==> src/rtl/reaction_session_if.sv <==
// Handshake bundle between the reaction-time session controller and the board:
// button/tick/LFSR inputs in, LED and display-path outputs back.
interface reaction_session_if;
    logic        start;
    logic        stop;
    logic        tick_ms;
    logic [3:0]  rnd;
    logic        led;
    logic [15:0] value;
    logic [1:0]  disp_mode;
    logic [3:0]  trial;
    logic [15:0] best;
    logic        done;

    modport master (
        output start, stop, tick_ms, rnd,
        input  led, value, disp_mode, trial, best, done
    );

    modport slave (
        input  start, stop, tick_ms, rnd,
        output led, value, disp_mode, trial, best, done
    );
endinterface

==> src/rtl/reaction_session_ctrl.sv <==
// Multi-trial reaction-time session sequencer: random pre-delay, BCD ms timing, best tracking.
// Optional macro RT_INPUT_SYNC_EN adds two-flop synchronizers on start/stop.
module reaction_session_ctrl #(
    parameter int TRIALS        = 4,
    parameter int MIN_DELAY_MS  = 2000,
    parameter int DELAY_STEP_MS = 500,
    parameter int HOLD_MS       = 1500,
    parameter int TIMEOUT_MS    = 1000
) (
    input  logic              clk,
    input  logic              reset,
    reaction_session_if.slave bus
);

    localparam logic [15:0] TIMEOUT_BCD = {4'((TIMEOUT_MS / 1000) % 10), 4'((TIMEOUT_MS / 100) % 10),
                                           4'((TIMEOUT_MS / 10) % 10),   4'(TIMEOUT_MS % 10)};

    typedef enum logic [2:0] {IDLE, WAIT, MEASURE, SHOW, FAULT, SUMMARY} state_t;

    state_t      state;
    logic        start_in, stop_in, start_q, stop_q, start_e, stop_e;
    logic [19:0] cnt, delay, cnt_nxt, delay_new;
    logic [15:0] value_r, best_r, value_inc;
    logic [1:0]  mode_r;
    logic [3:0]  trial_r;
    logic        led_r, done_r;

`ifdef RT_INPUT_SYNC_EN
    logic [1:0] start_sync, stop_sync;

    always_ff @(posedge clk or posedge reset) begin
        if (reset) begin
            start_sync <= '0;
            stop_sync  <= '0;
        end else begin
            start_sync <= {start_sync[0], bus.start};
            stop_sync  <= {stop_sync[0], bus.stop};
        end
    end

    assign start_in = start_sync[1];
    assign stop_in  = stop_sync[1];
`else
    assign start_in = bus.start;
    assign stop_in  = bus.stop;
`endif

    function automatic logic [15:0] bcd_inc(input logic [15:0] v);
        logic [15:0] r;
        logic        c;
        r = v;
        c = 1'b1;
        for (int i = 0; i < 4; i++) begin
            if (c) begin
                if (r[i*4 +: 4] == 4'd9) r[i*4 +: 4] = 4'd0;
                else begin
                    r[i*4 +: 4] = r[i*4 +: 4] + 4'd1;
                    c = 1'b0;
                end
            end
        end
        return r;
    endfunction

    assign start_e   = start_in & ~start_q;
    assign stop_e    = stop_in & ~stop_q;
    assign cnt_nxt   = cnt + 20'd1;
    assign delay_new = 20'(MIN_DELAY_MS) + 20'(bus.rnd) * 20'(DELAY_STEP_MS);
    assign value_inc = bcd_inc(value_r);

    always_ff @(posedge clk or posedge reset) begin
        if (reset) begin
            state   <= IDLE;
            led_r   <= 1'b1;
            value_r <= 16'h0000;
            mode_r  <= 2'd2;
            trial_r <= 4'd0;
            best_r  <= 16'h9999;
            done_r  <= 1'b0;
            cnt     <= '0;
            delay   <= '0;
            start_q <= 1'b0;
            stop_q  <= 1'b0;
        end else begin
            start_q <= start_in;
            stop_q  <= stop_in;
            case (state)
                IDLE: if (start_e) begin
                    trial_r <= 4'd0;
                    best_r  <= 16'h9999;
                    delay   <= delay_new;
                    cnt     <= '0;
                    mode_r  <= 2'd0;
                    state   <= WAIT;
                end
                WAIT: if (stop_e) begin
                    value_r <= 16'h9999;
                    mode_r  <= 2'd3;
                    state   <= FAULT;
                end else if (bus.tick_ms) begin
                    cnt <= cnt_nxt;
                    if (cnt_nxt == delay) begin
                        led_r   <= 1'b0;
                        value_r <= 16'h0000;
                        mode_r  <= 2'd1;
                        state   <= MEASURE;
                    end
                end
                // Stop beats a coincident tick, so a stop on the timeout tick scores TIMEOUT-1.
                MEASURE: if (stop_e) begin
                    led_r <= 1'b1;
                    cnt   <= '0;
                    if (value_r < best_r) best_r <= value_r;
                    state <= SHOW;
                end else if (bus.tick_ms) begin
                    if (value_inc == TIMEOUT_BCD) begin
                        value_r <= TIMEOUT_BCD;
                        led_r   <= 1'b1;
                        mode_r  <= 2'd3;
                        state   <= FAULT;
                    end else begin
                        value_r <= value_inc;
                    end
                end
                SHOW: if (bus.tick_ms) begin
                    cnt <= cnt_nxt;
                    if (cnt_nxt == 20'(HOLD_MS)) begin
                        if (trial_r == 4'(TRIALS - 1)) begin
                            value_r <= best_r;
                            done_r  <= 1'b1;
                            state   <= SUMMARY;
                        end else begin
                            trial_r <= trial_r + 4'd1;
                            delay   <= delay_new;
                            cnt     <= '0;
                            mode_r  <= 2'd0;
                            state   <= WAIT;
                        end
                    end
                end
                FAULT, SUMMARY: if (start_e) begin
                    mode_r <= 2'd2;
                    done_r <= 1'b0;
                    state  <= IDLE;
                end
                default: state <= IDLE;
            endcase
        end
    end

    assign bus.led       = led_r;
    assign bus.value     = value_r;
    assign bus.disp_mode = mode_r;
    assign bus.trial     = trial_r;
    assign bus.best      = best_r;
    assign bus.done      = done_r;

endmodule

==> src/flat_wrapper.sv <==
// flat-port wrapper written by rule: the top's interface ports become plain ports
module reaction_session_ctrl_flat 
#(
    parameter int TRIALS        = 4,
    parameter int MIN_DELAY_MS  = 2000,
    parameter int DELAY_STEP_MS = 500,
    parameter int HOLD_MS       = 1500,
    parameter int TIMEOUT_MS    = 1000
)
  (clk, reset, bus_start, bus_stop, bus_tick_ms, bus_rnd, bus_led, bus_value, bus_disp_mode, bus_trial, bus_best, bus_done);
  reaction_session_if bus_i ();
  input  logic clk;
  input  logic reset;
  input wire logic [$bits(bus_i.start)-1:0] bus_start;
  input wire logic [$bits(bus_i.stop)-1:0] bus_stop;
  input wire logic [$bits(bus_i.tick_ms)-1:0] bus_tick_ms;
  input wire logic [$bits(bus_i.rnd)-1:0] bus_rnd;
  output wire logic [$bits(bus_i.led)-1:0] bus_led;
  output wire logic [$bits(bus_i.value)-1:0] bus_value;
  output wire logic [$bits(bus_i.disp_mode)-1:0] bus_disp_mode;
  output wire logic [$bits(bus_i.trial)-1:0] bus_trial;
  output wire logic [$bits(bus_i.best)-1:0] bus_best;
  output wire logic [$bits(bus_i.done)-1:0] bus_done;
  assign bus_i.start = bus_start;
  assign bus_i.stop = bus_stop;
  assign bus_i.tick_ms = bus_tick_ms;
  assign bus_i.rnd = bus_rnd;
  assign bus_led = bus_i.led;
  assign bus_value = bus_i.value;
  assign bus_disp_mode = bus_i.disp_mode;
  assign bus_trial = bus_i.trial;
  assign bus_best = bus_i.best;
  assign bus_done = bus_i.done;
  reaction_session_ctrl #(.TRIALS(TRIALS), .MIN_DELAY_MS(MIN_DELAY_MS), .DELAY_STEP_MS(DELAY_STEP_MS), .HOLD_MS(HOLD_MS), .TIMEOUT_MS(TIMEOUT_MS)) u_core (.clk(clk), .reset(reset), .bus(bus_i));
endmodule
==> config.mk <==
export PLATFORM = sky130hd
export DESIGN_NAME = reaction_session_ctrl_flat
export DESIGN_NICKNAME = d
export VERILOG_FILES = /design/src/rtl/reaction_session_if.sv /design/src/rtl/reaction_session_ctrl.sv /design/src/flat_wrapper.sv
export SDC_FILE = /design/constraint.sdc
export NUM_CORES = 1
export LEC_CHECK = 0
export BUFFER_PORTS_ARGS = -buffer_cell sky130_fd_sc_hd__buf_4
export CAP_MARGIN = 10
export CORE_MARGIN = 8
export CORE_UTILIZATION = 55
export CTS_CLUSTER_DIAMETER = 30
export CTS_CLUSTER_SIZE = 14
export DETAILED_ROUTE_END_ITERATION = 8
export PLACE_DENSITY = 0.74
export SYNTH_ARGS = -nofsm -noshare
export SYNTH_HDL_FRONTEND = slang
export SYNTH_SLANG_ARGS = --single-unit
==> constraint.sdc <==
create_clock -name clk -period 5.7 [get_ports clk]
set_clock_uncertainty 0.15 [all_clocks]
set_input_delay 1.14 -clock clk [delete_from_list [all_inputs] [get_ports clk]]
set_output_delay 1.14 -clock clk [all_outputs]
set_load 0.03 [all_outputs]
# After elaboration in Yosys (flattened, before gate mapping)
# Cells that the tools add are included.
# totals
latchBits	0
n_memories	0
rom_bits	0
ff_bits	85
wordCells	152
mem_bits_rw	0
# op_classes
mux	80
n_addsub	7
n_mul	1
div_mod_pow	0
n_shift	0
n_reduce_logical	17
n_eq_ne	31
bitwise_logic	4
magnitude_cmp	1
# ops
operator	count
2-to-1 mux 20 bit	11
2-to-1 mux 16 bit	12
case mux 20 bit (4 select lines)	1
case mux 16 bit (3 select lines)	1
2-to-1 mux 4 bit	11
case mux 20 bit (2 select lines)	1
2-to-1 mux 3 bit	11
case mux 16 bit (2 select lines)	1
2-to-1 mux 2 bit	11
adder 20 x 1 -> 20 bit (second input constant)	1
adder 4 x 1 -> 4 bit (second input constant)	5
equality test 20 x 11 -> 1 bit (second input constant)	1
equality test 20 bit	1
equality test 16 x 13 -> 1 bit (second input constant)	1
equality test 4 bit (second input constant)	4
less-than comparator 16 bit	1
!= test 2 x 1 -> 1 bit (second input constant)	8
AND reduction 8 bit	2
2-to-1 mux 1 bit	15
case mux 3 bit (5 select lines)	1
adder 11 x 13 -> 14 bit (first input constant)	1
!= test 2 bit (second input constant)	6
AND reduction 6 bit	2
multiplier 4 x 7 -> 11 bit (second input constant)	1
other kinds (20)	31

# Longest topological paths before layout
# Gate-level depths: netlist of the first run.
# logic_depth
ltp_word	10
mapped_depth	13
mapped_depth_nobuf	13

# Worst setup path after synthesis of the first run
# No wires, ideal clock.
# synth_path
path_type	input to register
from	input bus_rnd[1]
to	register u_core.delay[12]
n_path_buf	0
setup_time_ns	0.127
arrival_time_ns	3.829
setup_slack_ns	1.593
required_ns	5.423
stages	12
path_cell_list	fa_1 -> inv_1 -> fa_1 -> inv_1 -> ha_1 -> a21o_1 -> a21oi_1 -> xnor2_1 -> inv_1 -> o41ai_1 -> xnor2_1 -> o21ai_0
# synth_between
elab_chain_cells	6
word_cells_on_any_way	7
classes_between	add/sub: 1; mul: 1; mux: 5
# synth_lines
item	line	source
from (decl)	flat_wrapper.sv:17	input wire logic [$bits(bus_i.rnd)-1:0] bus_rnd;
multiplier 4 x 7 -> 11 bit *	reaction_session_ctrl.sv:68	assign delay_new = 20'(MIN_DELAY_MS) + 20'(bus.rnd) * 20'(DELAY_STEP_MS);
adder 11 x 13 -> 14 bit *	reaction_session_ctrl.sv:68	
2-to-1 mux 20 bit	reaction_session_ctrl.sv:128	if (trial_r == 4'(TRIALS - 1)) begin
2-to-1 mux 20 bit	reaction_session_ctrl.sv:127	if (cnt_nxt == 20'(HOLD_MS)) begin
2-to-1 mux 20 bit	reaction_session_ctrl.sv:125	SHOW: if (bus.tick_ms) begin
case mux 20 bit (2 select lines) *	reaction_session_ctrl.sv:87	case (state)
to (signal assigned)	reaction_session_ctrl.sv:91	delay <= delay_new;
to (signal assigned)	reaction_session_ctrl.sv:134	delay <= delay_new;
to (decl)	reaction_session_ctrl.sv:22	logic [19:0] cnt, delay, cnt_nxt, delay_new;
# Mark *: on every way between the ends. The rest lies on a longest branch, timed or not. The select of a mux whose other input is x is not followed.
# A chain may end at the register's enable or synchronous reset.

# Worst setup path in the final report of the first run
# layout_path
from	register u_core.cnt[0]
to	register u_core.value_r[8], in the netlist u_core.bus.value[8]
# layout_between
elab_chain_cells	4
word_cells_on_any_way	6
classes_between	add/sub: 1; eq/ne: 4; reduce/logical: 1
# layout_lines
item	line	source
from (decl)	reaction_session_ctrl.sv:22	
from (signal assigned)	reaction_session_ctrl.sv:101	cnt <= cnt_nxt;
from (signal assigned)	reaction_session_ctrl.sv:126	cnt <= cnt_nxt;
adder 20 x 1 -> 20 bit *	reaction_session_ctrl.sv:67	assign cnt_nxt = cnt + 20'd1;
equality test 20 bit or equality test 20 x 11 -> 1 bit (tied branches)	reaction_session_ctrl.sv:102, reaction_session_ctrl.sv:127	
!= test 3 x 1 -> 1 bit (no source line) or != test 2 x 1 -> 1 bit (tied branches)	--	
AND reduction 8 bit (no source line) *	--	
to (signal assigned)	reaction_session_ctrl.sv:122	value_r <= value_inc;
to (signal assigned)	reaction_session_ctrl.sv:129	value_r <= best_r;
to (decl)	reaction_session_ctrl.sv:23	logic [15:0] value_r, best_r, value_inc;
# Mark *: on every way between the ends. The rest lies on a longest branch, timed or not.

==> flow_summary.ini, run 1 <==
[timing]
fin_setup_tns_ps = 0
tightest_slew_ps = 917.0
fmaxAchievable_ghz = 0.2371
slew_violations = 0
period_needed_ps = 4218
hold_viol = 0
rsz0062_at_grt = no
slew_headroom_pct = 38.75
post-route-period-util_pct = 74.00
setup_violations = 0

[worst_setup_path]
startpoint = u_core.cnt[0]
critPathLaunchType = register
reg2regPathDepth = 10
cp.buffers_inverters = 0
critical_path_depth = 10
critPathMaxStageDelay_ps = 830
cp_common_cell = nand4_2
end_kind = register
r2r-end = u_core.bus.value[8]
critPathTopFamily = compound AO/OA/AOI/OAI gates
cp.arrival_ps = 4330
crit_path_cell_trace = ha_1 > nand4_2 > nor3_1 > xnor2_1 > o311ai_0 > nor4_1 > nand4_2 > a211oi_2 > o21ai_0 > a22o_1
worst_path_max_delay_cell = a211oi_2
r2r_start = u_core.cnt[0]
worstSetupPathType = register to register
r2r_slack_ps = 1480
crit_fanout = 12
required_ps = 5810

[power_and_ir_drop]
power_mw = 2.656
powerDensity_nw_per_um2 = 414.9
p_leak_nw = 2.776
vdd_drop_max_uv = 200.8

[clock_network]
cts.hold.buffers_added = 0
cts_made_buffers = 9
clkTransAtPathRegs_ps = 80
ctsResizeCount = 0
htreeDepth = 3
cts-root-buf = clkbuf_8
clk_latency_ps = 370
postCtsSetupBuffers = 0
clk_path_buf_depth = 2
clock_sinks = 77
cts_tree = yes

[yosys]
synth_cells = 697
yosys_most_used_dff = dfrtp_1
synth_cell_types = 74
syn_area_per_cell_um2 = 8.407
async_flop_share_pct = 100.0
synth.most_common_cell = o21ai_0
synth_top_cells_by_count = o21ai_0, dfrtp_1, nand2_1
synth_edf_count = 0
synth_area_leaders = dfrtp_1, ha_1, o21ai_0
netlist_area_um2 = 5859
synth_area_leader_cell = dfrtp_1
ys_warn_count = 0
synth_seq_cells = 77
synth_nets = 745
yosysSeqAreaShare_pct = 33.10
synth_top_area_share_pct = 28.61

[route]
drc = 0
drtPass1Iterations = 5
wl_per_cell_um = 16.81
routed_wl_um = 14360
ant_nets = 0
vias = 5150
vias_per_cell = 6.030
drt_iter0_drc = 353

[run]
maxCapViolations = 0

[finish]
final_util_pct = 61.99
area_delta_synth_final_pct = 9.225
fin_cells = 854
fin_nets = 761
n_antenna_cell = 0
drive_gt1_share_pct = 13.79

[floorplanning]
start_util_pct = 56.76
dieArea_um2 = 14210
core_um2 = 10320
die-width_um = 119.2
rows = 37
ioPinCount = 49
dieHeight_um = 119.2

[place]
hpwlAfterDp_um = 10280
gp_congestion = 0.9287
place_inst = 837
io_buffers = 48

[worst_hold_path]
worstHoldStart = u_core.bus.best[0]
worstHoldEndpoint = u_core.bus.best[0]
hold_depth = 2
hold_class = register to register

[grt]
grt_max_degree = 43
grt_usage_pct = 20.17
grt_pass1_vias = 4947
grt_antenna_before_repair = 0
overflow = 0
grt_pass1_wl_um = 23970

[status]
status = complete, no violations
-- metal layers --
metal  routed length [um]  share of wire (%)  GRT usage [%]
met5                    0                  0              0
met4                  196                1.4          6.403
met3                  684                4.8          4.487
met2                 7114                 50          34.98
met1                 6363                 44          24.31
-- worst reg2reg max path, cell delays in order (launching register included) --
cell and delay [ps]:
dfrtp_1 460, ha_1 540, nand4_2 270, nor3_1 490, xnor2_1 190, o311ai_0 140, nor4_1 350, nand4_2 230
a211oi_2 830, o21ai_0 200, a22o_1 270
-- power by group --
| part | switching [mW] | internal, mW | leakage [nW] |
|---|---|---|---|
| clock | 0.210 | 0.203 | 0.0906 |
| combinational | 0.823 | 0.518 | 1.69 |
| sequential | 0.200 | 0.701 | 0.998 |
| total | 1.23 | 1.42 | 2.78 |
-- logic make-up after synthesis --
group,synth area share [%]
AO/OA/AOI/OAI,22.14
adder cells (fa/ha/maj),9.225
multiplexers,1.281
AND/OR/NAND/NOR,21.70
XOR/XNOR,6.129
flip-flops,33.10
buffers and inverters,6.427
-- how the worst max path moves through the flow --
stage                                     end  slack [ps]
after floorplan              u_core.delay[12]        1590
after global placement       u_core.delay[12]        1300
after detailed placement     u_core.delay[12]        1190
after CTS                 u_core.bus.value[8]        1530
after global routing      u_core.bus.value[8]        1020
final                     u_core.bus.value[8]        1480
-- cell usage in the layout (no fill, tap or decap), types with 7 or more instances in the layout --
| master | netlist | layout |
|---|---|---|
| o21ai_0 | 74 | 74 |
| nand2_1 | 67 | 67 |
| dfrtp_1 | 67 | 67 |
| nor2_1 | 56 | 56 |
| buf_4 | 5 | 51 |
| inv_1 | 40 | 39 |
| a21oi_1 | 37 | 37 |
| ha_1 | 32 | 32 |
| nand3_1 | 26 | 26 |
| xnor2_1 | 26 | 26 |
| a31oi_1 | 16 | 16 |
| nor3_1 | 16 | 16 |
| xor2_1 | 15 | 15 |
| o31ai_1 | 15 | 15 |
| nand4_1 | 13 | 13 |
| nor2b_1 | 11 | 11 |
| nand2b_1 | 11 | 11 |
| dfstp_2 | 10 | 10 |
| clkbuf_8 | 0 | 9 |
| a21o_1 | 8 | 8 |
| fa_1 | 7 | 7 |
-- final cells by class --
class                           instances  area [um^2]
Sequential cell                        77         1939
Inverter                               41        153.9
Multi-Input combinational cell        532         3552
Tap cell                              136        170.2
Clock inverter                          4        51.30
Fill cell                             907         3924
Clock buffer                           12        135.1
Timing Repair Buffer                   52        397.9
-- flip-flops by register name, summed over array words and instances (netlist names), 2 cells and up --
name and cells:
u_core.cnt 20, u_core.state 3, u_core.bus.best 16, u_core.bus.trial 4, u_core.bus.disp_mode 2, u_core.delay 12
u_core.bus.value 16
-- per-stage QoR --
step           worst slack [ps]  area, um^2  hold WS (ps)
2_1_floorplan              1593        5859         318.1
3_3_place_gp               1296        6198         340.8
3_5_place_dp               1186        6198         342.6
4_1_cts                    1528        6385         361.7
5_1_grt                    1024        6400         377.8
6_report                   1482        6400         360.7
(Power assumes the default switching activity.)
==> run 2, diff against run 1 <==
clock period = 4.1 ns   (was 5.7 ns; I/O delays follow)
==> run 2 against run 1 <==
Clock power increased by 52%; final cell count increased by 2.1%; global-route usage increased by 1.3 points; sequential share of layout area decreased by 0.70 points; highest routed layer unchanged; flip-flop and latch count unchanged; worst hold slack got worse by 6.3 ps; routed wire length increased by 2.5%; critical path depth increased by 3; register-to-register slack got worse by 990 ps; combinational power increased by 43%; largest power group unchanged; total power increased by 44%.
==> flow_summary.ini, run 2 (synthesis gave the netlist of run 1 again) <==
[worst_setup_path]
r2r-end = u_core.bus.value[11]
crit_fanout = 5
end_kind = register
crit_path_cell_trace = buf_4 > fa_1 > inv_1 > fa_1 > inv_1 > ha_1 > a21o_1 > a21oi_1 > xnor2_1 > inv_1 > o41ai_1 > xnor2_1 > o21ai_0
cp_common_cell = inv_1
critical_path_depth = 13
worstSetupPathType = input port to register
worst_path_max_delay_cell = fa_1
r2r_start = u_core.cnt[7]
critPathTopFamily = adder cells
cp.buffers_inverters = 4
critPathMaxStageDelay_ps = 580
r2r_slack_ps = 490
reg2regPathDepth = 9
critPathLaunchType = input port
required_ps = 4190
cp.arrival_ps = 3920

[timing]
fmaxAchievable_ghz = 0.2612
rsz0062_at_grt = no
period_needed_ps = 3829
tightest_slew_ps = 1019
fin_setup_tns_ps = 0
slew_headroom_pct = 31.98
post-route-period-util_pct = 93.38
layout_setup_ws_ps = 271.3
slew_violations = 0
setup_violations = 0
hold_viol = 0

[worst_hold_path]
worstHoldEndpoint = u_core.bus.best[0]
hold_depth = 2
hold_class = register to register
worstHoldStart = u_core.bus.best[0]

[power_and_ir_drop]
vdd_drop_max_uv = 320.7
p_leak_nw = 2.878
powerDensity_nw_per_um2 = 582.3

[grt]
grt_max_degree = 48
grt_pass1_wl_um = 25340
grt-busiest-layer = met2
use_met3_pct = 3.543
grtUsageMet1_pct = 25.87
grt_antenna_before_repair = 0
grt_pass1_vias = 5204
grt_usage_pct = 21.43
overflow = 0
globalRouteMet2Util_pct = 37.13

[route]
drc = 0
ant_nets = 0
drt_iter0_drc = 411
wl_per_cell_um = 16.88
routed_wl_um = 14720
drtPass1Iterations = 5
vias = 5260
vias_per_cell = 6.032

[finish]
fill_cells = 893
final_cell_mix = o21ai_0, buf_4, nand2_1, dfrtp_1, nor2_1
fin_area_um2 = 6551
n_antenna_cell = 0
largest_reg_flops = 20
final_util_pct = 63.46
drive_gt1_share_pct = 15.90
regMostFlops = u_core.cnt
layout_commonest_cell = o21ai_0
fin_nets = 779
fin_cells = 872
multi_input_area_um2 = 3547
area_delta_synth_final_pct = 11.81
register_area_um2 = 1939

[clock_network]
cts_made_buffers = 9
postCtsSetupBuffers = 0
cts_tree = yes
clock_sinks = 77
cts-root-buf = clkbuf_8
htreeDepth = 3
clkTransAtPathRegs_ps = 80
clk_latency_ps = 380
ctsResizeCount = 0
cts.hold.buffers_added = 0
clk_path_buf_depth = 2

[status]
status = complete, no violations

[place]
post-place-ws_ps = -94.39
place_inst = 855
placed_cell_area_um2 = 6329
gp_congestion = 0.9477
io_buffers = 48
hpwlAfterDp_um = 10730

[floorplanning]
start_util_pct = 56.76
rows = 37
dieArea_um2 = 14210
die-width_um = 119.2
ioPinCount = 49
dieHeight_um = 119.2
core_um2 = 10320

[run]
maxCapViolations = 0
-- run 2: cell types whose count changed in the layout (fill, tap and decap cells not counted) --
cell	previous run	this run
a211oi_1	1	2
a211oi_2	1	0
buf_4	51	69
buf_6	0	1
buf_8	1	0
clkbuf_1	3	2
clkbuf_8	9	12
clkinv_2	1	0
clkinv_4	1	0
clkinvlp_4	1	0
inv_6	0	1
-- run 2: cell type report --
class	count	area share, %
clock buffers	14	2.636
clock inverters	2	0.5921
inverters	41	2.349
multi-input cells	532	54.14
flip-flops and latches	77	29.60
well taps	136	2.597
repair buffers	70	8.079
-- run 2: where the power goes --
part           internal (mW)  total (mW)  switching [mW]
Combinational          0.774        1.91            1.14
Clock                  0.334       0.626           0.292
Sequential             0.974        1.28           0.304
Total                   2.08        3.81            1.73
-- run 2: how the worst max path moves through the flow --
stage / start / end / slack [ps]
6_report: bus_rnd[1] / u_core.delay[12] / 270
5_1_grt: bus_rnd[1] / u_core.delay[12] / 90
4_1_cts: bus_rnd[1] / u_core.delay[12] / 270
3_5_place_dp: bus_rnd[1] / u_core.delay[12] / -90
3_3_place_gp: bus_rnd[1] / u_core.delay[12] / 80
2_1_floorplan: bus_rnd[1] / u_core.delay[12] / 310
-- run 2: worst min-delay path, cell delays in order (launching register included) --
cell	delay, ps
dfstp_2	390
inv_1	50
a31oi_1	60
-- run 2: metrics by stage --
step                hold WS [ps]  power (mW)
floorplan                  318.1       2.622
global placement           341.7       3.120
detailed placement         341.7       3.187
CTS                        354.5       3.820
global route               383.9       4.114
finish                     354.3       3.815
-- run 2: layer usage --
metal  wire length [um]  up-vias
li1                   -     2554
met1               6439     2527
met2               7260      157
met3                717       22
met4                298        0
met5                  0        -
